$ cat config.mk
export PLATFORM = sky130hd
export DESIGN_NAME = xy_switch_buf
export DESIGN_NICKNAME = d
export VERILOG_FILES = /design/src/rtl/noc_pkg.sv /design/src/rtl/sync_fifo.sv /design/src/rtl/xy_switch_buf.sv
export SDC_FILE = /design/constraint.sdc
export NUM_CORES = 1
export LEC_CHECK = 0
export ABC_CLOCK_PERIOD_IN_PS = 9450
export BUFFER_PORTS_ARGS = -buffer_cell sky130_fd_sc_hd__buf_2
export CAP_MARGIN = 20
export CORE_MARGIN = 8
export CORE_UTILIZATION = 50
export CTS_CLUSTER_DIAMETER = 120
export DETAILED_ROUTE_END_ITERATION = 10
export HOLD_SLACK_MARGIN = 0.03
export PLACE_DENSITY_LB_ADDON = 0.15
export SKIP_CTS_REPAIR_TIMING = 1
export SYNTH_ARGS = -nofsm -noshare
export SYNTH_HDL_FRONTEND = slang
export SYNTH_SLANG_ARGS = --single-unit
$ cat constraint.sdc
create_clock -name clk_i -period 9.45 [get_ports clk_i]
set_input_delay 0.945 -clock clk_i [delete_from_list [all_inputs] [get_ports clk_i]]
set_output_delay 0.945 -clock clk_i [all_outputs]
set_load 0.005 [all_outputs]
$ cat src/rtl/noc_pkg.sv
// Shared NoC definitions: port indices, packet field layout
// and the XY route-direction encoding.
package noc_pkg;

  localparam int PORTS_N = 5;
  localparam int LEFT    = 0;
  localparam int TOP     = 1;
  localparam int RIGHT   = 2;
  localparam int BOT     = 3;
  localparam int RES     = 4;

  typedef logic [2:0] dir_t;

  function automatic int hop_lsb(input int dw);
    return dw;
  endfunction

  function automatic int y_lsb(input int dw, input int hw);
    return dw + hw;
  endfunction

  function automatic int x_lsb(
    input int dw,
    input int hw,
    input int yw
  );
    return dw + hw + yw;
  endfunction

  // X is resolved first, Y only once the column matches
  function automatic dir_t route_dir(
    input logic x_gt,
    input logic x_lt,
    input logic y_gt,
    input logic y_lt
  );
    logic       x_eq;
    logic [4:0] sel;
    x_eq = !x_gt & !x_lt;
    sel  = {x_gt, x_lt,
            x_eq & y_gt,
            x_eq & y_lt,
            x_eq & !y_gt & !y_lt};
    unique case (1'b1)
      sel[4]:  route_dir = 3'(RIGHT);
      sel[3]:  route_dir = 3'(LEFT);
      sel[2]:  route_dir = 3'(BOT);
      sel[1]:  route_dir = 3'(TOP);
      default: route_dir = 3'(RES);
    endcase
  endfunction

endpackage

$ cat src/rtl/sync_fifo.sv
// Single-clock FIFO with wrap-bit pointers; head is
// presented combinationally on rdata.
module sync_fifo #(
  parameter int WIDTH = 8,
  parameter int DEPTH = 4
) (
  input  logic             clk_i,
  input  logic             rst_ni,
  input  logic             push,
  input  logic             pop,
  input  logic [WIDTH-1:0] wdata,
  output logic [WIDTH-1:0] rdata,
  output logic             full,
  output logic             empty
);

  localparam int AW = $clog2(DEPTH);

  logic [WIDTH-1:0] mem [DEPTH];
  logic [AW:0]      wr_q;
  logic [AW:0]      rd_q;
  logic             do_push;
  logic             do_pop;

  assign full  = (wr_q[AW] != rd_q[AW]) &&
                 (wr_q[AW-1:0] == rd_q[AW-1:0]);
  assign empty = wr_q == rd_q;

  assign do_push = push & !full;
  assign do_pop  = pop & !empty;

  always_ff @(posedge clk_i or negedge rst_ni) begin
    if (!rst_ni) begin
      wr_q <= '0;
      rd_q <= '0;
    end else begin
      if (do_push) wr_q <= wr_q + 1'b1;
      if (do_pop)  rd_q <= rd_q + 1'b1;
    end
  end

  always_ff @(posedge clk_i) begin
    if (do_push) mem[wr_q[AW-1:0]] <= wdata;
  end

  assign rdata = mem[rd_q[AW-1:0]];

endmodule

$ cat src/rtl/xy_switch_buf.sv
// Buffered 5-port XY mesh switch: input FIFOs, per-output RR arbiter.
// XY_SWITCH_HOP_CNT_EN adds a saturating hop field to each packet.
module xy_switch_buf
  import noc_pkg::*;
#(
  parameter int X_CORD     = 0,
  parameter int Y_CORD     = 0,
  parameter int X_W        = 4,
  parameter int Y_W        = 4,
  parameter int DATA_W     = 8,
  parameter int HOP_W      = 4,
  parameter int FIFO_DEPTH = 4,
`ifdef XY_SWITCH_HOP_CNT_EN
  localparam int HW        = HOP_W,
`else
  localparam int HW        = 0 * HOP_W,
`endif
  localparam int PCKT_W    = X_W + Y_W + HW + DATA_W
) (
  input  logic                        clk_i,
  input  logic                        rst_ni,
  input  logic [PORTS_N-1:0]          pckt_vld_i,
  input  logic [PORTS_N*PCKT_W-1:0]   pckt_i,
  output logic [PORTS_N-1:0]          pckt_rdy_o,
  output logic [PORTS_N-1:0]          pckt_vld_o,
  output logic [PORTS_N*PCKT_W-1:0]   pckt_o,
  input  logic [PORTS_N-1:0]          pckt_rdy_i,
  output logic                        busy_o
);

  localparam int XL = x_lsb(DATA_W, HW, Y_W);
  localparam int YL = y_lsb(DATA_W, HW);

  localparam logic [X_W-1:0] XC = X_W'(X_CORD);
  localparam logic [Y_W-1:0] YC = Y_W'(Y_CORD);

  logic [PCKT_W-1:0]  head  [PORTS_N];
  dir_t               route [PORTS_N];
  logic [PORTS_N-1:0] gnt   [PORTS_N];
  logic [PORTS_N-1:0] full;
  logic [PORTS_N-1:0] empty;
  logic [PORTS_N-1:0] push;
  logic [PORTS_N-1:0] pop;

  for (genvar i = 0; i < PORTS_N; i++) begin : g_in
    logic [X_W-1:0] hx;
    logic [Y_W-1:0] hy;

    assign push[i] = pckt_vld_i[i] & pckt_rdy_o[i];

    sync_fifo #(
      .WIDTH (PCKT_W),
      .DEPTH (FIFO_DEPTH)
    ) u_fifo (
      .clk_i,
      .rst_ni,
      .push  (push[i]),
      .pop   (pop[i]),
      .wdata (pckt_i[i*PCKT_W +: PCKT_W]),
      .rdata (head[i]),
      .full  (full[i]),
      .empty (empty[i])
    );

    assign hx       = head[i][XL +: X_W];
    assign hy       = head[i][YL +: Y_W];
    assign route[i] = route_dir(hx > XC, hx < XC,
                                hy > YC, hy < YC);
  end

  assign pckt_rdy_o = ~full;

  for (genvar o = 0; o < PORTS_N; o++) begin : g_out
    logic               ld;
    logic [PORTS_N-1:0] req;
    logic               gv;
    logic [2:0]         gidx;
    logic [2:0]         ptr_q;
    logic               vld_q;
    logic [PCKT_W-1:0]  pckt_q;
    logic [PCKT_W-1:0]  sel;
    logic [PCKT_W-1:0]  nxt;

    assign ld = !vld_q | pckt_rdy_i[o];

    always_comb begin
      req = '0;
      for (int i = 0; i < PORTS_N; i++) begin
        req[i] = ld & !empty[i] & (route[i] == 3'(o));
      end
    end

    // search starts just after the last winner
    always_comb begin
      gv   = 1'b0;
      gidx = ptr_q;
      for (int k = 1; k <= PORTS_N; k++) begin
        if (!gv && req[(int'(ptr_q) + k) % PORTS_N]) begin
          gv   = 1'b1;
          gidx = 3'((int'(ptr_q) + k) % PORTS_N);
        end
      end
    end

    assign gnt[o] = gv ? (PORTS_N'(1) << gidx) : '0;

    always_comb begin
      sel = '0;
      for (int i = 0; i < PORTS_N; i++) begin
        if (gidx == 3'(i)) sel = head[i];
      end
    end

`ifdef XY_SWITCH_HOP_CNT_EN
    logic [HW-1:0] hop;
    always_comb begin
      nxt = sel;
      hop = sel[hop_lsb(DATA_W) +: HW];
      if (o != RES && hop != '1) begin
        nxt[hop_lsb(DATA_W) +: HW] = hop + 1'b1;
      end
    end
`else
    assign nxt = sel;
`endif

    always_ff @(posedge clk_i or negedge rst_ni) begin
      if (!rst_ni) begin
        vld_q  <= 1'b0;
        pckt_q <= '0;
        ptr_q  <= 3'(RES);
      end else if (gv) begin
        vld_q  <= 1'b1;
        pckt_q <= nxt;
        ptr_q  <= gidx;
      end else if (pckt_rdy_i[o]) begin
        vld_q  <= 1'b0;
      end
    end

    assign pckt_vld_o[o]                = vld_q;
    assign pckt_o[o*PCKT_W +: PCKT_W]   = pckt_q;
  end

  always_comb begin
    pop = '0;
    for (int o = 0; o < PORTS_N; o++) begin
      for (int i = 0; i < PORTS_N; i++) begin
        pop[i] = pop[i] | gnt[o][i];
      end
    end
  end

  assign busy_o = (|(~empty)) | (|pckt_vld_o);

endmodule
==> impl_metrics.yaml <==
min_path:
  hold_class: "primary input to async pin"
synth:
  synth-simple-area-share: 0.116
  yosysSeqAreaShare: 0.537
  ys.warnings.count: 0
  synth_edf_count: 320
  synth-main-ff-cell: "edfxtp_1"
  synth_top_area_frac: 0.406
  synth-async-reset-ratio: 0.279
  synth_fp_nets: 2044
  synth_xor_area_frac: 0.0237
  syn_inst: 1849
  synth_commonest_cells: "edfxtp_1, dfrtp_1, nand2_1"
  ys_ff_latch: 444
  synth_adder_area_share: 0.0545
  synth_area_leaders: "edfxtp_1, dfrtp_1, mux4_2"
  synth_top_family_by_area: "multiplexers"
  synth_compound_area_frac: 0.108
  syn_area_um2: 23700
  ys_types: 99
  synth.most_common_cell: "edfxtp_1"
  synth_mux_area_frac: 0.122
  synth_top_cell_by_area: "edfxtp_1"
  postSynthAreaPerCell_um2: 12.8
die:
  fp.dieH_um: 234
  die_w_um: 234
  dieArea_um2: 54500
  io-pin-count: 183
  rows: 79
  initial_utilization: 0.507
  core_um2: 46700
detailed_routing:
  first_iter_violations: 1219
  ant_nets: 0
  post_drt_via_cell_ratio: 6.10
  dr.pass1.iters: 7
  vias: 15900
  wl_per_cell_um: 23.9
  drc_errors: 0
  routed_wl_um: 62400
cells_and_area:
  regArea_um2: 12700
  stdcell_count: 2613
  area_growth_pct: 11.9
  finalNetCount: 2169
  drive_above_1_share: 0.208
  n_fill_cell: 3814
  multiInputGateArea_um2: 10100
  final_core_utilization: 0.568
grt:
  grt_util_all_layers: 0.227
  gr-total-overflow: 0
  grt_max_degree: 72
  grt_first_pass_wirelength_um: 95900
  antenna_found_initial: 3
  grt_pass1_vias: 16200
worst_setup_path:
  critPathArrivalTime_ns: 7.49
  crit_fanout: 27
  cp_common_cell: "ha_1"
  critPathLaunch: "g_out[3].ptr_q[0]"
  r2r-start: "g_out[3].ptr_q[0]"
  crit_type: "flip-flop to flip-flop"
  r2r_slack_ns: 2.38
  cp_cell_sequence: "inv_1, ha_1, xnor2_1, inv_1, ha_1, or3_1, nand2_1, xnor2_1, ha_1, nand2b_1, o311ai_1, a21oi_1, o21ai_0, nand2_1, or4_1, and3_1, or3_1, a31oi_4, nand2b_2, o221ai_2, mux2_1"
  required_ns: 9.87
  crit_buf_inv: 2
  cp-end-kind: "flip-flop"
  crit_path_start_kind: "flip-flop"
  reg2regPathDepth: 21
  cp_num_cells: 21
  crit_family: "simple AND/OR/NAND/NOR gates"
  critPathSlowestCell: "dfrtp_1"
  critPathMaxStageDelay_ns: 0.94
placement:
  post-place-cells: 2536
  hpwl_um: 46300
  place.gp.congestion: 0.888
  portBuffers: 182
sta:
  tightest_slew_ns: 1.16
  fin_worst_skew_ns: 0.0173
  slew_viol_final: 0
  rsz0062_at_grt: "false"
  slew-limit-headroom: 0.223
  hold_viol: 0
  final.min_clock_period_ns: 7.07
  fmax_mhz: 141
  setup_viol: 0
  finalCritPeriodShare: 0.748
  setup-tns-final_ns: 0
cts:
  htreeDepth: 2
  clkTransAtPathRegs_ns: 0.07
  clkSinkCount: 444
  root_buffer: "clkbuf_16"
  clockBufferDepth: 3
  cts_tree: "yes"
  numCtsBuffers: 42
  clkLatencyLatePin_ns: 0.54
outcome:
  status: "finished clean"
flow_run:
  cap_violations: 0
-- placed cells by master (no fill, tap or decap), drive strengths merged, types with 16 or more instances in the layout --
cell	instances
nor2	83
nand2	110
o211ai	16
nor2b	21
a211oi	19
dfrtp	121
clkbuf	54
inv	86
a21oi	62
a22oi	18
o21ai	64
ha	103
mux4	83
and3	35
edfxtp	320
o22ai	17
mux2i	87
nand2b	31
and2	32
nor3	41
xor2	29
nor4	22
xnor2	35
buf	200
nand3	43
-- sequential cells by signal, indices dropped and copies added, names as in the netlist --
name and count:
g_out.vld_q 5, g_out.pckt_q 80, g_out.ptr_q 9, g_in.u_fifo.mem 320
g_in.u_fifo.rd_q 15, g_in.u_fifo.wr_q 15
-- per-stage QoR --
step / hold slack (ns) / cell area, µm² / worst slack [ns]
CTS: 0.361 / 26500 / 2.50
floorplan: 0.452 / 23700 / 3.38
finish: 0.365 / 26500 / 2.38
global placement: 0.360 / 24900 / 2.57
detailed placement: 0.360 / 24900 / 2.53
global route: 0.380 / 26500 / 1.84
-- worst register-to-register path: stages (launching register included) --
cell,delay (ns)
dfrtp_1,0.94
inv_1,0.25
ha_1,0.35
xnor2_1,0.32
inv_1,0.15
ha_1,0.24
or3_1,0.41
nand2_1,0.10
xnor2_1,0.18
ha_1,0.25
nand2b_1,0.09
o311ai_1,0.10
a21oi_1,0.14
o21ai_0,0.42
nand2_1,0.18
or4_1,0.58
and3_1,0.24
or3_1,0.36
a31oi_4,0.76
nand2b_2,0.35
o221ai_2,0.19
mux2_1,0.36
-- per-layer routing --
layer / track usage / share of wire / vias to the layer above / wire length, µm
met5: 0 / 0.00021 / - / 13
met3: 0.0283 / 0.052 / 105 / 3250
met2: 0.385 / 0.50 / 546 / 31400
met4: 0.0759 / 0.028 / 2 / 1730
met1: 0.302 / 0.42 / 7972 / 26000
li1: - / - / 7319 / -
-- path summary, 6_finish.rpt --
check / end
min in group clk_i: g_out[1].pckt_q[2]
worst max register to register: g_in[1].u_fifo.rd_q[1]
worst min register to register: g_out[1].pckt_q[2]
worst max-delay path: g_in[1].u_fifo.rd_q[1]
worst min-delay path: g_out[1].pckt_q[7]
max in group asynchronous: g_in[1].u_fifo.wr_q[2]
-- cells by family (layout without fill, tap and decap cells) --
group                      count (synthesis)  after routing
AOI/OAI and AO/OA                        351            351
and+or+nand+nor                          498            498
other                                      0              2
DFF                                      444            444
buffers and inverters                    205            360
adders and majority gates                103            103
xor gates and xnor gates                  64             64
muxes                                    184            184
-- layout make-up --
class	count	share of cell area
clock buffers	54	0.0446
repair buffers	200	0.0399
flip-flops and latches	444	0.480
diodes	2	0.000189
inverters	86	0.0122
clock inverters	20	0.0133
multi-input cells	1200	0.381
well taps	607	0.0287
Power is not shown: default switching activity piles up to over one toggle a cycle in this logic, so the estimate is an artifact.
